`src/rtl/song_sequencer.sv`:
```
// Playback controller for two registered note ROMs: drives the shared address,
// paces one note per BEAT_TICKS cycles, and handles play/pause/restart/loop.
module song_sequencer #(
    parameter int BEAT_TICKS = 12500000,
    parameter int SONG1_LEN  = 84,
    parameter int SONG2_LEN  = 243
) (
    input  logic       clk,
    input  logic       rst_n,
    input  logic       play_pause,
    input  logic       restart,
    input  logic       song_sel,
    input  logic       loop_en,
    input  logic [7:0] rom1_note,
    input  logic [7:0] rom2_note,
    output logic [7:0] rom_addr,
    output logic [7:0] note_out,
    output logic       note_valid,
    output logic       playing,
    output logic       paused,
    output logic       active_song,
    output logic       song_done
);

    localparam int CW = (BEAT_TICKS > 1) ? $clog2(BEAT_TICKS) : 1;
    // PLAY lasts BEAT_TICKS-2 cycles; the two FETCH cycles complete the beat.
    localparam logic [CW-1:0] CNT_END = CW'(BEAT_TICKS - 3);
    localparam logic [7:0]    LAST1   = 8'(SONG1_LEN - 1);
    localparam logic [7:0]    LAST2   = 8'(SONG2_LEN - 1);

    typedef enum logic [1:0] {IDLE, FETCH, PLAY, PAUSE} state_t;

    state_t        state;
    logic [CW-1:0] cnt;
    logic          fetch_ph;
    logic          pending;
    logic [7:0]    last_idx;
    logic [7:0]    sel_note;
    logic          step_end;

    assign last_idx   = active_song ? LAST2 : LAST1;
    assign sel_note   = active_song ? rom2_note : rom1_note;
    assign step_end   = (cnt == CNT_END);
    assign note_valid = (note_out != 8'd0) && (state == FETCH || state == PLAY);

    always_ff @(posedge clk) begin
        if (!rst_n) begin
            state       <= IDLE;
            rom_addr    <= 8'd0;
            note_out    <= 8'd0;
            cnt         <= '0;
            fetch_ph    <= 1'b0;
            pending     <= 1'b0;
            active_song <= 1'b0;
            playing     <= 1'b0;
            paused      <= 1'b0;
            song_done   <= 1'b0;
        end else begin
            song_done <= 1'b0;
            if (restart || (state == IDLE && play_pause)) begin
                active_song <= song_sel;
                rom_addr    <= 8'd0;
                cnt         <= '0;
                fetch_ph    <= 1'b0;
                pending     <= 1'b0;
                state       <= FETCH;
                playing     <= 1'b1;
                paused      <= 1'b0;
            end else begin
                case (state)
                    FETCH: begin
                        if (play_pause)
                            pending <= 1'b1;
                        if (fetch_ph) begin
                            note_out <= sel_note;
                            fetch_ph <= 1'b0;
                            state    <= PLAY;
                        end else begin
                            fetch_ph <= 1'b1;
                        end
                    end
                    PLAY: begin
                        if (play_pause || pending) begin
                            pending <= 1'b0;
                            state   <= PAUSE;
                            paused  <= 1'b1;
                        end else if (step_end) begin
                            cnt      <= '0;
                            fetch_ph <= 1'b0;
                            if (rom_addr != last_idx) begin
                                rom_addr <= rom_addr + 8'd1;
                                state    <= FETCH;
                            end else begin
                                song_done <= 1'b1;
                                rom_addr  <= 8'd0;
                                if (loop_en) begin
                                    state <= FETCH;
                                end else begin
                                    state    <= IDLE;
                                    note_out <= 8'd0;
                                    playing  <= 1'b0;
                                end
                            end
                        end else begin
                            cnt <= cnt + 1'b1;
                        end
                    end
                    PAUSE: begin
                        if (play_pause) begin
                            state  <= PLAY;
                            paused <= 1'b0;
                        end
                    end
                    default: ;
                endcase
            end
        end
    end

endmodule

```
`config.mk`:
```
export PLATFORM = sky130hd
export DESIGN_NAME = song_sequencer
export DESIGN_NICKNAME = d
export VERILOG_FILES = /design/src/rtl/song_sequencer.sv
export SDC_FILE = /design/constraint.sdc
export NUM_CORES = 1
export LEC_CHECK = 0
export CORE_MARGIN = 2
export CORE_UTILIZATION = 30
export DETAILED_ROUTE_END_ITERATION = 10
export PLACE_DENSITY_LB_ADDON = 0.15
export SETUP_SLACK_MARGIN = 0.1
export SLEW_MARGIN = 40
export SYNTH_ARGS = -nofsm -noshare
export SYNTH_HDL_FRONTEND = slang
export SYNTH_SLANG_ARGS = --single-unit
```
`constraint.sdc`:
```
create_clock -name clk -period 5.1 [get_ports clk]
set_clock_uncertainty 0.1 [all_clocks]
set_input_delay 1.02 -clock clk [delete_from_list [all_inputs] [get_ports clk]]
set_output_delay 1.02 -clock clk [all_outputs]
set_load 0.1 [all_outputs]
```
==> results.md, run 1 <==
- Outcome: completed
- Routed wire length: 5650 µm
- Die Area: 8810 µm²
- WHS Path Cells: 1
- Commonest non-fill, non-tap cell in the layout: dfxtp_1
- DR WL/cell: 13.5 µm
- Dominant synthesized flop cell: dfxtp_1
- Clock Pin Slew Worst Setup and Hold Paths: 0.09 ns
- Final ANT Viol Nets: 0
- Detailed placement HPWL: 4040 µm
- Xor/xnor cell area share of the yosys netlist: 9.04%
- Antenna fix cells: 0
- Row count: 32
- Setup ws final: 1.97 ns
- Max clock buf depth: 2
- Worst R2R Path Depth: 6
- Ys async rst share: 0%
- Critical Path Start Type: input pin
- Number of max-cap violations: 0
- Fin cells: 418
- Critical Path RT: 5.19 ns
- Final Hold Fails: 0
- Synthesized netlist cell count: 272
- Fin nets: 344
- DRT iter0 DRCs: 58
- Vias in the first global route: 1815
- HP Start: note_out[0]
- CTS tree: done
- Die width: 93.9 µm
- Static Leak: 1.00 nW
- Critical path class: in -> reg
- Post-synth EDFFs: 0
- Synthesized cell area: 2420 µm²
- Slowest cell on crit path: o311a_1
- CTS resizes: 0
- TritonCTS buffer count: 5
- Post-CTS Hold Buffers: 0
- Critical path arrival: 3.22 ns
- Placer congestion estimate: 0.728
- Clock Root Buffer: clkbuf_8
- Synth Area in Adders: 3.62%
- Synth warn: 0
- Worst vdd ir: 101 µV
- Worst Tran Pin Value: 0.655 ns
- Wire length of the first global-routing pass: 9140 µm
- Synth Area in Simple Gates: 28.8%
- # port buffers: 42
- Vias/cell: 4.92
- Register area share after synthesis: 39.7%
- Synth Net Count: 301
- Vias: 2056
- Reg2reg end: note_out[7]
- Final min period: 3.13 ns
- Grt total ovfl: 0
- WHS Endpoint: note_out[0]
- Clock H-tree levels: 2
- Most frequent cells in the layout: dfxtp_1 (48), nor2_1 (35), clkdlybuf4s50_1 (21), buf_2 (21), xnor2_1 (15)
- RSZ-0062 raised after global routing: no
- Fmax: 320 MHz
- Slew headroom: 56.3%
- Fin area: 2950 µm²
- Clock Sinks: 48
- Skew-Pair Late Insertion Delay: 0.31 ns
- Slew Limit Fails: 0
- IO Pins: 43
- Mux contribution to synthesized area: 4.13%
- Largest family of logic cells by synthesized area: simple AND/OR/NAND/NOR gates
- DR pass1 iterations: 4
- Synth-to-layout area growth: 21.6%
- Initial antenna violation count: 0
- Netlist cell types: 45
- Total power density per cell area: 253 nW/µm²
- Setup violations, final: 0
- Core area: 7770 µm²
- Sum Neg Setup Slack: 0 ns
- DRC violations left: 0
- GR Util All Layers: 13.1%
- Share of layout cells above drive strength 1: 10.8%
- Crit-path cells: clkdlybuf4s50_1, nor3b_1, nand3_1, o311a_1, o2bb2ai_1
- Synth Area in Compound Gates: 12.0%
- Pre-CTS setup slack: 1.62 ns
- Post-CTS Setup Bufs: 0
- Buf/Inv on CP: 1
- Worst R2R Start: cnt[0]
- Final Cycle Share: 61.4%
- Worst-path maximum fanout: 14
- Worst Setup End Kind: flip-flop
- Avg Cell Area, Syn: 8.91 µm²
- R2R setup slack: 2.44 ns
- Yosys reg bits: 48
- CP peak stage delay: 0.60 ns
- Starting Density: 31.2%
- Pin count of the biggest net entering global routing: 24
- Die Y: 93.9 µm
- Worst Hold Class: reg -> reg
- CP delay by family, top: simple AND/OR/NAND/NOR gates
- Placed insts: 410
- Area after DPL: 2840 µm²
[power by group]
part           leakage (nW)  switching [W]  total [W]  internal (W)
sequential            0.388     0.00000681   0.000386      0.000379
combinational         0.560      0.0000479  0.0000822     0.0000343
clock                0.0552       0.000133   0.000278      0.000146
[kinds of logic (layout without fill, tap and decap cells)]
group / count (synthesis) / count (layout)
xor gates and xnor gates: 25 / 25
adders and majority gates: 7 / 7
DFF: 48 / 48
buffers and inverters: 15 / 59
AOI/OAI and AO/OA: 43 / 43
and+or+nand+nor: 124 / 124
muxes: 10 / 10
[synth_stat cells, types with 4 or more instances]
master      n  area share, %
mux2i_1    10            4.1
nand2_1    14            2.2
o2bb2ai_1   7            2.5
ha_1        7            3.6
o21ai_0    10            2.1
xnor2_1    15            5.4
clkbuf_1    4           0.62
inv_1       8            1.2
nor2b_1     4            1.0
nor4_1      4            1.0
and3_1      4            1.0
dfxtp_1    48             40
or3_1       4            1.0
nand4_1    12            3.1
nand3_1    13            2.7
and2_1      4            1.0
a21oi_1    13            2.7
and4_1      5            1.8
nor2_1     35            5.4
nand2b_1    4            1.0
xor2_1     10            3.6
nor3_1      5            1.0
[routing by layer]
metal / GRT usage (%) / part of all wire, % / vias to the layer above
met4: 4.71 / 1.5 / 0
met5: 0 / 0 / -
met1: 18.7 / 51 / 946
met2: 19.2 / 44 / 33
met3: 3.21 / 3.5 / 5
li1: - / - / 1072
[through the flow]
step	util (%)	hold slack (ns)	total power [W]
2_1_floorplan	-	0.376	0.000448
3_3_place_gp	37.9	0.376	0.000479
3_5_place_dp	36.5	0.372	0.000476
4_1_cts	37.9	0.394	0.000755
5_1_grt	37.9	0.407	0.000779
6_report	37.9	0.392	0.000746
[worst max path at each step]
stage | start | endpoint | slack [ns] | depth (start not counted)
after CTS | play_pause | cnt[16] | 1.94 | 5
after global routing | play_pause | note_out[7] | 1.85 | 5
after floorplan | note_out[7] | note_valid | 0.66 | 2
final | play_pause | note_out[7] | 1.97 | 5
after global placement | play_pause | note_out[6] | 1.67 | 5
after detailed placement | play_pause | cnt[16] | 1.62 | 5
[flip-flops by register name, indices dropped and copies added, names as in the netlist]
| name | flops |
|---|---|
| cnt | 24 |
| note_out | 8 |
| rom_addr | 8 |
| state | 2 |
| active_song | 1 |
| fetch_ph | 1 |
| paused | 1 |
| pending | 1 |
| playing | 1 |
| song_done | 1 |
[cell type report]
class                      count  area [µm²]
timing repair buffer          43         323
tap                          102         128
clock buffer                   6        72.6
multi-input combinational    209        1400
fill                         812        4820
inverter                       8        30.0
clock inverter                 2        35.0
sequential                    48         961
Note: power is estimated with default switching activity, not from simulation.
==> run 2, diff against run 1 <==
- clock period: 5.1 -> 2.75 ns (I/O delays scaled with it)
==> results.md, run 2 (same netlist as run 1, synthesis figures left out) <==
- Buf/Inv on CP: 0 (-1)
- CTS tree: done
- Final min period: 2.41 ns
- Leading registers by flop count: cnt x24, note_out x8, rom_addr x8
- CP peak stage delay: 0.52 ns (-0.08 ns)
- TritonCTS buffer count: 5 (unchanged)
- Vias: 2134 (+3.8%)
- Clock Pin Slew Worst Setup and Hold Paths: 0.09 ns (about the same)
- Slowest cell on crit path: o311a_1
- Slew headroom: 57.7% (+1.4 points)
- Setup violations, final: 0 (unchanged)
- Fin area: 3090 µm² (+4.9%)
- Static Leak: 1.05 nW (+4.5%)
- Setup ws final: 0.337 ns (-1.63 ns)
- Sw power: 0.000332 W (+77%)
- Initial antenna violation count: 0 (unchanged)
- CTS resizes: 0 (unchanged)
- Vias in the first global route: 2019 (+11%)
- Fmax: 414 MHz
- Row count: 32 (unchanged)
- Share of layout cells above drive strength 1: 13.0% (+2.2 points)
- Internal Power: 0.00110 W (+97%)
- Comb pwr share: 11.9% (+0.9 points)
- Die width: 93.9 µm (unchanged)
- Sw frac: 23.2% (-1.9 points)
- Slew Limit Fails: 0 (unchanged)
- DR pass1 iterations: 4 (unchanged)
- IO Pins: 43 (unchanged)
- Die Area: 8810 µm² (unchanged)
- Placed insts: 417 (+1.7%)
- RSZ-0062 raised after global routing: no
- Antenna fix cells: 0 (unchanged)
- Detailed placement HPWL: 4240 µm (+5.2%)
- Grt total ovfl: 0 (unchanged)
- Vias/cell: 5.02 (+2.1%)
- Total power density per cell area: 463 nW/µm² (+83%)
- Worst Setup End Kind: flip-flop
- Worst Hold Class: reg -> reg
- Most frequent cells in the layout: dfxtp_1 (48), nor2_1 (35), buf_4 (28)
- Die Y: 93.9 µm (unchanged)
- DRC violations left: 0 (unchanged)
- Clock Root Buffer: clkbuf_8
- Clock H-tree levels: 2 (unchanged)
- Critical Path Start Type: flip-flop
- Pre-CTS setup slack: 0.213 ns (-1.40 ns)
- DR WL/cell: 13.5 µm (-0.27%)
- Pin count of the biggest net entering global routing: 24 (unchanged)
- # port buffers: 42 (unchanged)
- Routed wire length: 5730 µm (+1.4%)
- Core area: 7770 µm² (unchanged)
- Critical path class: reg -> reg
- Register area: 961 µm² (unchanged)
- Placer congestion estimate: 0.767 (+5.2%)
- Post-CTS Hold Buffers: 0 (unchanged)
- Fillers: 803 (-1.1%)
- GR Util All Layers: 13.5% (+0.32 points)
- Multi-input logic area: 1410 µm² (+0.63%)
- Max reg flops: 24 (unchanged)
- Area after DPL: 2970 µm² (+4.5%)
- Fin cells: 425 (+1.7%)
- DRT iter0 DRCs: 78 (+34%)
- Skew-Pair Late Insertion Delay: 0.30 ns (about the same)
- Max clock buf depth: 2 (unchanged)
- Clock share of power: 38.4% (+1.1 points)
- Commonest non-fill, non-tap cell in the layout: dfxtp_1
- Final ANT Viol Nets: 0 (unchanged)
- Synth-to-layout area growth: 27.6%
- Wire length of the first global-routing pass: 9720 µm (+6.3%)
- Final Hold Fails: 0 (unchanged)
- Worst Tran Pin Value: 0.629 ns (-0.0266 ns)
- Most flops, register: cnt
- Worst-path maximum fanout: 7 (-7)
- Post-CTS Setup Bufs: 0 (unchanged)
- Final Cycle Share: 87.7%
- Clock Sinks: 48 (unchanged)
- CP delay by family, top: simple AND/OR/NAND/NOR gates
- Outcome: completed
- Fin nets: 351 (+2.0%)
- Critical path arrival: 2.49 ns (-0.73 ns)
- Crit-path cells: ha_1, nor4bb_1, and4_1, nand3_1, o311a_1, o2bb2ai_1
- Number of max-cap violations: 0 (unchanged)
- Starting Density: 31.2% (unchanged)
- Worst vdd ir: 260 µV (+160%)
- Seq pwr share: 49.7% (-2.0 points)
- Critical Path RT: 2.83 ns (-2.36 ns)
- Sum Neg Setup Slack: 0 ns (unchanged)
==> run 2: metal layers <==
metal / global-route usage (%) / vias to the layer above / routed length (µm)
met2: 22.9 / 42 / 2700
li1: - / 1081 / -
met5: 0 / - / 0
met1: 17.3 / 1009 / 2740
met4: 3.38 / 0 / 42
met3: 2.81 / 2 / 246
==> run 2: power groups by stage <==
| stage | Sequential (W) | Clock (W) | Combinational, W |
|---|---|---|---|
| 2_1_floorplan | 0.000751 | 0 | 0.0000819 |
| 6_report | 0.000711 | 0.000549 | 0.000170 |
| 3_3_place_gp | 0.000728 | 0 | 0.000172 |
| 5_1_grt | 0.000713 | 0.000603 | 0.000185 |
| 4_1_cts | 0.000711 | 0.000575 | 0.000172 |
| 3_5_place_dp | 0.000727 | 0 | 0.000172 |
==> run 2: worst paths after layout <==
kind,start,end,slack (ns),cells after the start
worst max-delay path,cnt[0],note_out[4],0.34,6
worst min-delay path,note_out[7],note_out[7],0.39,1
worst max register to register,cnt[0],note_out[4],0.34,6
worst min register to register,note_out[7],note_out[7],0.39,1
==> run 2: final cells by class <==
type	count	area share [%]
clock buffer	7	3.12
clock inverter	1	0.971
inverter	8	0.971
multi-input combinational	209	45.5
sequential	48	31.1
tap	102	4.13
timing repair buffer	50	14.2
==> run 2: through the flow <==
stage / hold WS [ns] / power (W) / utilization (%)
finish: 0.391 / 0.00143 / 39.8
global route: 0.421 / 0.00150 / 39.8
CTS: 0.394 / 0.00146 / 39.8
detailed placement: 0.381 / 0.000899 / 38.2
global placement: 0.376 / 0.000899 / 38.2
floorplan: 0.376 / 0.000833 / -
==> run 3, diff against run 2 <==
- DONT_BUFFER_PORTS: unset -> 1
==> results.md, run 3 (same netlist as run 1, synthesis figures left out) <==
- Clock H-tree levels: 2 (unchanged)
- Worst-path maximum fanout: 14 (+7)
- Area after DPL: 2740 µm² (-7.8%)
- Fin area: 2830 µm² (-8.6%)
- Placed insts: 393 (-5.8%)
- IO Pins: 43 (unchanged)
- Pwr Total: 0.00128 W (-11%)
- Comb pwr share: 10.2% (-1.7 points)
- Share of layout cells above drive strength 1: 13.0% (+0.040 points)
- DRC violations left: 0 (unchanged)
- Starting Density: 31.2% (unchanged)
- RSZ-0062 raised after global routing: no
- Clock Sinks: 48 (unchanged)
- Final Cycle Share: 86.6% (-1.2 points)
- Static Leak: 0.933 nW (-11%)
- Most frequent cells in the layout: dfxtp_1 (46), nor2_1 (35), buf_4 (25)
- Worst vdd ir: 173 µV (-33%)
- Fin nets: 327 (-6.8%)
- Internal Power: 0.000956 W (-13%)
- Routed wire length: 5550 µm (-3.2%)
- Initial antenna violation count: 0 (unchanged)
- Core area: 7770 µm² (unchanged)
- CTS resizes: 0 (unchanged)
- Row count: 32 (unchanged)
- Die width: 93.9 µm (unchanged)
- Vias/cell: 5.00 (-0.37%)
- Max clock buf depth: 2 (unchanged)
- Sw power: 0.000323 W (-2.9%)
- GR Util All Layers: 13.5% (+0.069 points)
- Seq pwr share: 55.9% (+6.2 points)
- Final min period: 2.38 ns (-0.0327 ns)
- Leading registers by flop count: cnt x24, note_out x8, rom_addr x8
- Slew headroom: 58.9% (+1.2 points)
- Critical Path RT: 2.83 ns (about the same)
- Vias in the first global route: 1960 (-2.9%)
- Clock share of power: 33.9% (-4.5 points)
- Clock Root Buffer: clkbuf_8
- Critical path arrival: 2.46 ns (-0.03 ns)
- Max reg flops: 24 (unchanged)
- Synth-to-layout area growth: 16.6%
- Sum Neg Setup Slack: 0 ns (unchanged)
- Antenna fix cells: 0 (unchanged)
- Worst Tran Pin Value: 0.611 ns (-0.0182 ns)
- Worst Setup End Kind: flip-flop
- Setup violations, final: 0 (unchanged)
- Clock Pin Slew Worst Setup and Hold Paths: 0.09 ns (about the same)
- Outcome: completed
- Final ANT Viol Nets: 0 (unchanged)
- Commonest non-fill, non-tap cell in the layout: dfxtp_1
- TritonCTS buffer count: 5 (unchanged)
- Sw frac: 25.2% (+2.0 points)
- Skew-Pair Late Insertion Delay: 0.30 ns (about the same)
- Final Hold Fails: 0 (unchanged)
- DR WL/cell: 13.8 µm (+2.6%)
- Critical Path Start Type: flip-flop
- Worst Hold Class: in -> reg
- Post-CTS Setup Bufs: 0 (unchanged)
- Slew Limit Fails: 0 (unchanged)
- Detailed placement HPWL: 4040 µm (-4.9%)
- Placer congestion estimate: 0.747 (-2.6%)
- Fin cells: 401 (-5.6%)
- Fmax: 420 MHz (+1.4%)
- DRT iter0 DRCs: 51 (-35%)
- # port buffers: 0 (-100%)
- Grt total ovfl: 0 (unchanged)
- Critical path class: reg -> reg
- DR pass1 iterations: 4 (unchanged)
- Vias: 2006 (-6.0%)
- Total power density per cell area: 453 nW/µm² (-2.2%)
- Die Area: 8810 µm² (unchanged)
- CTS tree: done
- Post-CTS Hold Buffers: 0 (unchanged)
- Wire length of the first global-routing pass: 9510 µm (-2.1%)
- Die Y: 93.9 µm (unchanged)
- Most flops, register: cnt
- Number of max-cap violations: 0 (unchanged)
- Pin count of the biggest net entering global routing: 24 (unchanged)
==> run 3: changes by cell type in the layout (fill, tap and decap cells not counted) <==
cell             delta
clkbuf_8            -1
clkdlybuf4s50_1    -21
clkbuf_1            +2
dfxtp_1             -2
dfxtp_2             +2
bufinv_16           -1
buf_4               -3
==> run 3: stage by stage <==
| step | hold WS [ns] | util, % | setup slack [ns] |
|---|---|---|---|
| after global routing | 0.281 | 36.4 | 0.151 |
| after global placement | 0.384 | 35.2 | 0.472 |
| final | 0.279 | 36.4 | 0.370 |
| after detailed placement | 0.385 | 35.2 | 0.378 |
| after floorplan | 0.376 | - | 0.144 |
| after CTS | 0.272 | 36.4 | 0.356 |
==> run 3: per-layer routing <==
| layer | wire length, µm | track usage, % | vias to the layer above |
|---|---|---|---|
| li1 | - | - | 1036 |
| met1 | 2690 | 18.0 | 933 |
| met4 | 42 | 3.99 | 0 |
| met3 | 268 | 3.29 | 2 |
| met2 | 2550 | 21.7 | 35 |
| met5 | 0 | 0 | - |
==> run 3: power by group through the flow <==
stage / Combinational, W / Clock, W / Sequential [W]
global placement: 0.000132 / 0 / 0.000732
finish: 0.000130 / 0.000434 / 0.000715
detailed placement: 0.000132 / 0 / 0.000732
CTS: 0.000132 / 0.000458 / 0.000715
global route: 0.000145 / 0.000480 / 0.000717
floorplan: 0.0000819 / 0 / 0.000751
==> run 3: worst max-delay path: stages, from the launching register on <==
cell	delay, ns
dfxtp_1	0.44
ha_1	0.21
nor4bb_1	0.25
and4_1	0.32
nand3_1	0.10
buf_4	0.20
o311a_1	0.47
o2bb2ai_1	0.17
==> run 3: final timing paths <==
check,cells past startpoint,slack (ns),from,end
worst min-delay path,1,0.28,rst_n,active_song
worst max register to register,7,0.37,cnt[0],note_out[5]
worst max-delay path,7,0.37,cnt[0],note_out[5]
worst min register to register,2,0.39,playing,playing
==> run 3: area by class of cell <==
class	count	area, µm²
flip-flops and latches	48	963
clock buffers	8	90.1
fillers	810	4940
multi-input cells	209	1410
well taps	102	128
repair buffers	26	208
inverters	8	30.0
